### config.mk
export PLATFORM = sky130hd
export DESIGN_NAME = ahb_bus_arbiter_flat
export DESIGN_NICKNAME = d
export VERILOG_FILES = /design/src/rtl/ahb_bus_arbiter_if.sv /design/src/rtl/ahb_bus_arbiter.sv /design/src/flat_wrapper.sv
export SDC_FILE = /design/constraint.sdc
export NUM_CORES = 1
export LEC_CHECK = 0
export ABC_AREA = 0
export BUFFER_PORTS_ARGS = -buffer_cell sky130_fd_sc_hd__buf_2
export CAP_MARGIN = 20
export CORE_ASPECT_RATIO = 1.2
export CORE_MARGIN = 1
export CORE_UTILIZATION = 51
export DETAILED_ROUTE_END_ITERATION = 8
export PLACE_DENSITY = 0.89
export SETUP_SLACK_MARGIN = 0.1
export SLEW_MARGIN = 20
export SYNTH_ARGS = -nofsm -noshare
export SYNTH_HDL_FRONTEND = slang
export SYNTH_SLANG_ARGS = --single-unit
### constraint.sdc
create_clock -name HCLK -period 2.1 [get_ports HCLK]
set_input_delay 0 -clock HCLK [delete_from_list [all_inputs] [get_ports HCLK]]
set_output_delay 0 -clock HCLK [all_outputs]
set_load 0.02 [all_outputs]
### src/rtl/ahb_bus_arbiter_if.sv
// Arbiter-side bundle of the shared AHB bus: manager requests, muxed owner control,
// bus handshake, and the grant/owner indices that steer the bus muxes.
interface ahb_bus_arbiter_if #(
    parameter int unsigned NUM_MGR = 4
);
    localparam int unsigned MW = $clog2(NUM_MGR);

    logic [NUM_MGR-1:0] req_i;
    logic [NUM_MGR-1:0] lock_i;
    logic [1:0]         HTRANS;
    logic [2:0]         HBURST;
    logic               HMASTLOCK;
    logic               HREADY;
    logic               HRESP;
    logic [NUM_MGR-1:0] grant_o;
    logic [MW-1:0]      HMASTER;
    logic [MW-1:0]      hmaster_data;
    logic               arb_busy_o;

    // Managers and bus fabric: drive requests and bus state, observe the grant.
    modport master (
        output req_i, lock_i, HTRANS, HBURST, HMASTLOCK, HREADY, HRESP,
        input  grant_o, HMASTER, hmaster_data, arb_busy_o
    );

    // Arbiter: observes requests and bus state, drives the grant.
    modport slave (
        input  req_i, lock_i, HTRANS, HBURST, HMASTLOCK, HREADY, HRESP,
        output grant_o, HMASTER, hmaster_data, arb_busy_o
    );
endinterface

### src/rtl/ahb_bus_arbiter.sv
// ahb_bus_arbiter: shares one AHB bus among NUM_MGR managers with a registered
// one-hot grant. The grant only moves at legal transfer boundaries: never inside a
// defined-length burst or a locked sequence. Round-robin by default.
// Build option: define ARB_FIXED_PRIO_EN for fixed priority (lowest index wins).
module ahb_bus_arbiter #(
    parameter int unsigned NUM_MGR     = 4,
    parameter int unsigned DEFAULT_MGR = 0
) (
    input  logic             HCLK,
    input  logic             HRESETn,
    ahb_bus_arbiter_if.slave bus
);
    localparam int unsigned MW = $clog2(NUM_MGR);
    localparam int unsigned CW = 4;

    localparam logic [1:0] TR_IDLE   = 2'b00;
    localparam logic [1:0] TR_NONSEQ = 2'b10;
    localparam logic [1:0] TR_SEQ    = 2'b11;
    localparam logic [2:0] BR_SINGLE = 3'b000;

    localparam logic [MW-1:0]      DEF_IDX = MW'(DEFAULT_MGR);
    localparam logic [NUM_MGR-1:0] ONE     = NUM_MGR'(1);
    localparam logic [NUM_MGR-1:0] DEF_GNT = ONE << DEFAULT_MGR;

    typedef enum logic [1:0] {
        ST_PARK,
        ST_OWN,
        ST_BURST,
        ST_LOCKED
    } state_t;

    state_t             state;
    logic [CW-1:0]      beat_cnt;
    logic [MW-1:0]      owner;
    logic [MW-1:0]      data_owner;
    logic [NUM_MGR-1:0] grant;
    logic               busy;
`ifndef ARB_FIXED_PRIO_EN
    logic [MW-1:0]      rr;
`endif

    logic               accepted;
    logic               owner_req;
    logic               lock_go;
    logic               burst_go;
    logic               own_arb;
    logic               burst_end;
    logic               do_arb;
    logic [CW-1:0]      burst_len_m1;
    logic               win_any;
    logic [MW-1:0]      win_idx;
`ifndef ARB_FIXED_PRIO_EN
    int unsigned        cand;
`endif

    // Lock requests carry no priority; folded away so the port stays connected.
    logic               lock_unused;
    assign lock_unused = ^bus.lock_i;

    assign bus.grant_o      = grant;
    assign bus.HMASTER      = owner;
    assign bus.hmaster_data = data_owner;
    assign bus.arb_busy_o   = busy;

    // Transfer classification and arbitration-point detection for the current cycle.
    always_comb begin
        accepted  = bus.HREADY & (bus.HTRANS != TR_IDLE);
        owner_req = bus.req_i[owner];
        case (bus.HBURST[2:1])
            2'b01:   burst_len_m1 = CW'(3);
            2'b10:   burst_len_m1 = CW'(7);
            2'b11:   burst_len_m1 = CW'(15);
            default: burst_len_m1 = CW'(0);
        endcase
        lock_go   = accepted & bus.HMASTLOCK;
        burst_go  = accepted & (bus.HTRANS == TR_NONSEQ) & (bus.HBURST[2:1] != 2'b00);
        // Undefined-length INCR only yields on IDLE or a dropped request.
        own_arb   = (bus.HTRANS == TR_IDLE)
                  | (accepted & (bus.HBURST == BR_SINGLE))
                  | ~owner_req;
        // An ERROR completion cancels the burst just like its last beat.
        burst_end = bus.HRESP | ((bus.HTRANS == TR_SEQ) & (beat_cnt <= CW'(1)));
        case (state)
            ST_PARK:  do_arb = bus.HREADY & (|bus.req_i);
            ST_OWN:   do_arb = bus.HREADY & ~lock_go & ~burst_go & own_arb;
            ST_BURST: do_arb = bus.HREADY & burst_end;
            default:  do_arb = 1'b0;
        endcase
    end

`ifdef ARB_FIXED_PRIO_EN
    // Fixed priority: the lowest-indexed requester wins.
    always_comb begin
        win_any = 1'b0;
        win_idx = DEF_IDX;
        for (int k = int'(NUM_MGR) - 1; k >= 0; k--) begin
            if (bus.req_i[MW'(k)]) begin
                win_any = 1'b1;
                win_idx = MW'(k);
            end
        end
    end
`else
    // Round-robin: search from the manager after the last winner, wrapping.
    always_comb begin
        win_any = 1'b0;
        win_idx = DEF_IDX;
        cand    = 0;
        for (int unsigned k = 1; k <= NUM_MGR; k++) begin
            cand = 32'(rr) + k;
            if (cand >= NUM_MGR) begin
                cand = cand - NUM_MGR;
            end
            if (!win_any && bus.req_i[MW'(cand)]) begin
                win_any = 1'b1;
                win_idx = MW'(cand);
            end
        end
    end
`endif

    // Arbiter FSM; every change is qualified by HREADY so wait states freeze it.
    always_ff @(posedge HCLK or negedge HRESETn) begin
        if (!HRESETn) begin
            state      <= ST_PARK;
            beat_cnt   <= '0;
            owner      <= DEF_IDX;
            data_owner <= DEF_IDX;
            grant      <= DEF_GNT;
            busy       <= 1'b0;
`ifndef ARB_FIXED_PRIO_EN
            rr         <= DEF_IDX;
`endif
        end else if (bus.HREADY) begin
            data_owner <= owner;
            case (state)
                ST_OWN: begin
                    if (lock_go) begin
                        state <= ST_LOCKED;
                        busy  <= 1'b1;
                    end else if (burst_go) begin
                        state    <= ST_BURST;
                        beat_cnt <= burst_len_m1;
                        busy     <= 1'b1;
                    end
                end
                ST_BURST: begin
                    if (burst_end) begin
                        beat_cnt <= '0;
                    end else if (bus.HTRANS == TR_SEQ) begin
                        beat_cnt <= beat_cnt - CW'(1);
                    end
                end
                ST_LOCKED: begin
                    if ((bus.HTRANS == TR_IDLE) && !bus.HMASTLOCK) begin
                        state <= ST_OWN;
                        busy  <= 1'b0;
                    end
                end
                default: ;
            endcase
            if (do_arb) begin
                busy <= 1'b0;
                if (win_any) begin
                    state <= ST_OWN;
                    owner <= win_idx;
                    grant <= ONE << win_idx;
`ifndef ARB_FIXED_PRIO_EN
                    rr    <= win_idx;
`endif
                end else begin
                    state <= ST_PARK;
                    owner <= DEF_IDX;
                    grant <= DEF_GNT;
                end
            end
        end
    end

    // Grant stays one-hot and always names the HMASTER index.
    property p_grant_consistent;
        @(posedge HCLK) disable iff (!HRESETn)
            $onehot(grant) && (grant == (ONE << owner));
    endproperty
    a_grant_consistent: assert property (p_grant_consistent);

    // The grant is pinned while busy.
    property p_busy_matches_state;
        @(posedge HCLK) disable iff (!HRESETn)
            busy == ((state == ST_BURST) || (state == ST_LOCKED));
    endproperty
    a_busy_matches_state: assert property (p_busy_matches_state);

endmodule

### src/flat_wrapper.sv
// flat-port wrapper written by rule: the top's interface ports become plain ports
module ahb_bus_arbiter_flat 
#(
    parameter int unsigned NUM_MGR     = 4,
    parameter int unsigned DEFAULT_MGR = 0
)
  (HCLK, HRESETn, bus_req_i, bus_lock_i, bus_HTRANS, bus_HBURST, bus_HMASTLOCK, bus_HREADY, bus_HRESP, bus_grant_o, bus_HMASTER, bus_hmaster_data, bus_arb_busy_o);
  ahb_bus_arbiter_if #(.NUM_MGR(NUM_MGR)) bus_i ();
  input  logic HCLK;
  input  logic HRESETn;
  input wire logic [$bits(bus_i.req_i)-1:0] bus_req_i;
  input wire logic [$bits(bus_i.lock_i)-1:0] bus_lock_i;
  input wire logic [$bits(bus_i.HTRANS)-1:0] bus_HTRANS;
  input wire logic [$bits(bus_i.HBURST)-1:0] bus_HBURST;
  input wire logic [$bits(bus_i.HMASTLOCK)-1:0] bus_HMASTLOCK;
  input wire logic [$bits(bus_i.HREADY)-1:0] bus_HREADY;
  input wire logic [$bits(bus_i.HRESP)-1:0] bus_HRESP;
  output wire logic [$bits(bus_i.grant_o)-1:0] bus_grant_o;
  output wire logic [$bits(bus_i.HMASTER)-1:0] bus_HMASTER;
  output wire logic [$bits(bus_i.hmaster_data)-1:0] bus_hmaster_data;
  output wire logic [$bits(bus_i.arb_busy_o)-1:0] bus_arb_busy_o;
  assign bus_i.req_i = bus_req_i;
  assign bus_i.lock_i = bus_lock_i;
  assign bus_i.HTRANS = bus_HTRANS;
  assign bus_i.HBURST = bus_HBURST;
  assign bus_i.HMASTLOCK = bus_HMASTLOCK;
  assign bus_i.HREADY = bus_HREADY;
  assign bus_i.HRESP = bus_HRESP;
  assign bus_grant_o = bus_i.grant_o;
  assign bus_HMASTER = bus_i.HMASTER;
  assign bus_hmaster_data = bus_i.hmaster_data;
  assign bus_arb_busy_o = bus_i.arb_busy_o;
  ahb_bus_arbiter #(.NUM_MGR(NUM_MGR), .DEFAULT_MGR(DEFAULT_MGR)) u_core (.HCLK(HCLK), .HRESETn(HRESETn), .bus(bus_i));
endmodule
==> reports/results.txt <==
Hold Vio Cnt, Final - 0
Post-synthesis mux area share - 12.75%
Initial Util - 55.45%
Worst Skew - 0.001677 ns
Layout area overhead - 18.24%
Ys flop type - dfrtp_1
Crit start category - register
Via/cell ratio - 6.013
CP Max Fanout - 3
Drt first pass iters - 6
Post-synthesis average cell area - 9.811 um^2
FMAX - 524.0 MHz
Finish-stage setup viols - 0
H-tree levels - 1
Vias in the first global route - 854
Die Height - 51.70 um
Actual slew at the worst max-slew pin - 0.5384 ns
Largest family of logic cells by synthesized area - compound AO/OA/AOI/OAI gates
Final Hold Slack - 0.06101 ns
Status - finished with violations
Die area - 2245 um^2
Core box area - 1893 um^2
Clock buffer depth - 2
Antenna diodes - 0
Async S/R FF share, synth - 100.0%
XOR/XNOR share of the synthesized area - 0%
Cells after DPL - 149
Yosys synthesis warning count - 0
CTS Sinks - 16
Comb pwr share - 50.7%
Final std cells w/o fill - 155
Routed Antenna Nets - 0
CTS root buf - clkbuf_4
Worst min-delay path class - in2reg
Cell Area, Synth - 1050 um^2
Post-synthesis compound-gate area fraction - 21.57%
Reg power frac - 37.2%
Arr. time, crit path - 2.08 ns
PortBufs - 22
Drt wl/cell - 14.79 um
Mapped Cells - 107
CTS clk-pin slew, worst paths - 0.09 ns
Layout cell share with drive strength beyond 1 - 38.24%
Final worst slack - 0.1915 ns
Simple logic cell fraction of the synthesized area - 20.38%
Lkg Pwr - 0.0005763 uW
Post-synth EDFFs - 0
Synth cell types - 37
Post-Place Worst Slack - -0.01553 ns
Num CTS Buffers - 3
Critical Path RT - 2.27 ns
P_sw - 639.0 uW
Mapped Nets - 127
DP HPWL - 1698 um
Max capacitance violation total - 0
Setup Crit Path Kind - reg2reg
Clk pwr share - 12.1%
Final min period - 1.909 ns
Cell family with most CP delay - multiplexers
Sequential share of the synthesized area - 38.26%
CP max stage delay - 0.56 ns
Crit path buf inv count - 1
Slowest-stage cell, CP - mux4_1
Crit end category - register
Global Route Usage Sum - 22.01%
Crit-path cells - mux4_1 -> nand2_1 -> and4bb_1 -> buf_4 -> o21ai_0 -> a22o_2
Initial antenna violation count - 0
First-pass GRT wire length - 3650 um
Slew HR - 64.11%
Slew Viols, Final - 0
Nets - 157
# rows - 17
Adder-Cell Fraction of Synth Area - 2.384%
CTS tree - done
Power density cells - 1295 nW/um^2
Largest net degree at the start of global routing - 17
Post-Route WL - 2292 um
Iter 0 DRT Violations - 10
Final Wtd Congestion - 0.7970
Flops & latches, synth - 16
Remaining DRCs - 2
Overflow after GRT - 0
Vias after detailed routing - 932
Total power - 1607 uW
Worst skew pair latency - 0.28 ns
Io pins - 27
VDD IR max - 0.8861 mV
Period utilization - 90.88%
P_int - 968.2 uW
Failing checks - DRC
Chip width - 43.42 um
Unrepaired setup endpoints after global routing - false
Sw Ratio - 39.76%
FF-to-FF setup slack - 0.19 ns
## power by group through the flow
stage | registers, uW | clock network [uW] | logic (uW)
floorplan | 661 | 0 | 490
CTS | 597 | 202 | 800
finish | 599 | 194 | 815
global route | 617 | 220 | 889
global placement | 585 | 0 | 749
detailed placement | 600 | 0 | 780
## cell type report
type | instances | area (um^2)
tap | 19 | 23.77
fill | 162 | 651.9
sequential | 16 | 401.6
inverter | 4 | 15.01
clock buffer | 4 | 36.28
multi-input combinational | 85 | 614.3
timing repair buffer | 27 | 150.1
## worst register-to-register path: cells and delay by family (launching register included)
family / cells / cell delay (ns)
buf+inv: 1 / 0.14
compound gates: 2 / 0.41
mux: 1 / 0.56
simple gates: 2 / 0.32
flops: 1 / 0.38
## cell usage after synthesis, types with 3 or more instances
library cell  count  area, um^2
dfrtp_1          15       375.4
or2_2             3       18.77
buf_6             3       33.78
inv_1             4       15.01
nor3_1            4       20.02
nor2_1            8       30.03
o21ai_0          13       65.06
nand2b_1          4       25.02
nand2_1           6       22.52
mux2_4            5       75.07
a21oi_1           9       45.04
## registers in the layout, indices dropped and copies added, names as in the netlist
| signal | flops |
|---|---|
| u_core.beat_cnt | 4 |
| u_core.bus.HMASTER | 2 |
| u_core.bus.arb_busy_o | 1 |
| u_core.bus.grant_o | 4 |
| u_core.bus.hmaster_data | 2 |
| u_core.rr | 2 |
| u_core.state | 1 |
## kinds of logic (layout without fill, tap and decap cells)
logic type	count (synthesis)	after routing
buf+inv	7	35
simple gates	37	38
compound gates	36	36
mux	9	9
flops	16	16
fa+ha+maj	2	2
## final timing paths
| check | startpoint | to | cells after the start |
|---|---|---|---|
| setup reg to reg | u_core.bus.HMASTER[0]$_DFFE_PN0P_ | u_core.rr[1]$_DFFE_PN0P_ | 6 |
| setup / recovery | u_core.bus.HMASTER[0]$_DFFE_PN0P_ | u_core.rr[1]$_DFFE_PN0P_ | 6 |
| hold / removal | bus_HREADY | u_core.bus.hmaster_data[0]$_DFFE_PN0P_ | 2 |
| hold reg to reg | u_core.bus.grant_o[1]$_DFFE_PN0P_ | u_core.bus.grant_o[1]$_DFFE_PN0P_ | 1 |
| min in group asynchronous | HRESETn | u_core.bus.HMASTER[0]$_DFFE_PN0P_ | 2 |
| max in group asynchronous | HRESETn | u_core.bus.grant_o[0]$_DFFE_PN1P_ | 2 |
## routing by layer
layer  global-route usage (%)  wire length (um)
met1                    26.41               962
met2                    38.13              1214
met3                    2.778                87
met4                    11.46                27
met5                        0                 0
## stage by stage
step	area [um^2]	setup TNS (ns)	utilization [%]
2_1_floorplan	1050	0	-
3_3_place_gp	1180	0	62.33
3_5_place_dp	1180	-0.05028	62.33
4_1_cts	1232	0	65.10
5_1_grt	1241	0	65.57
6_report	1241	0	65.57
## cells in the final DEF (no fill, tap or decap), types with 3 or more instances in the layout
cell,instances
mux2_4,5
dfrtp_1,15
or2_2,3
buf_4,4
nor3_1,4
buf_2,22
o21ai_0,13
nand2_1,6
nor2_1,8
a21oi_1,8
nand2b_1,4
inv_1,4
clkbuf_4,3
## repair_timing
item	4_1_cts	5_1_grt
endpoints found under the hold margin	16	0
setup endpoints to repair	7	6
setup buffers	0	0
hold buffers	1	0
cloned	0	1
pin swaps	0	2
gates resized for setup	2	1
Power figures use the tool's default switching activity.
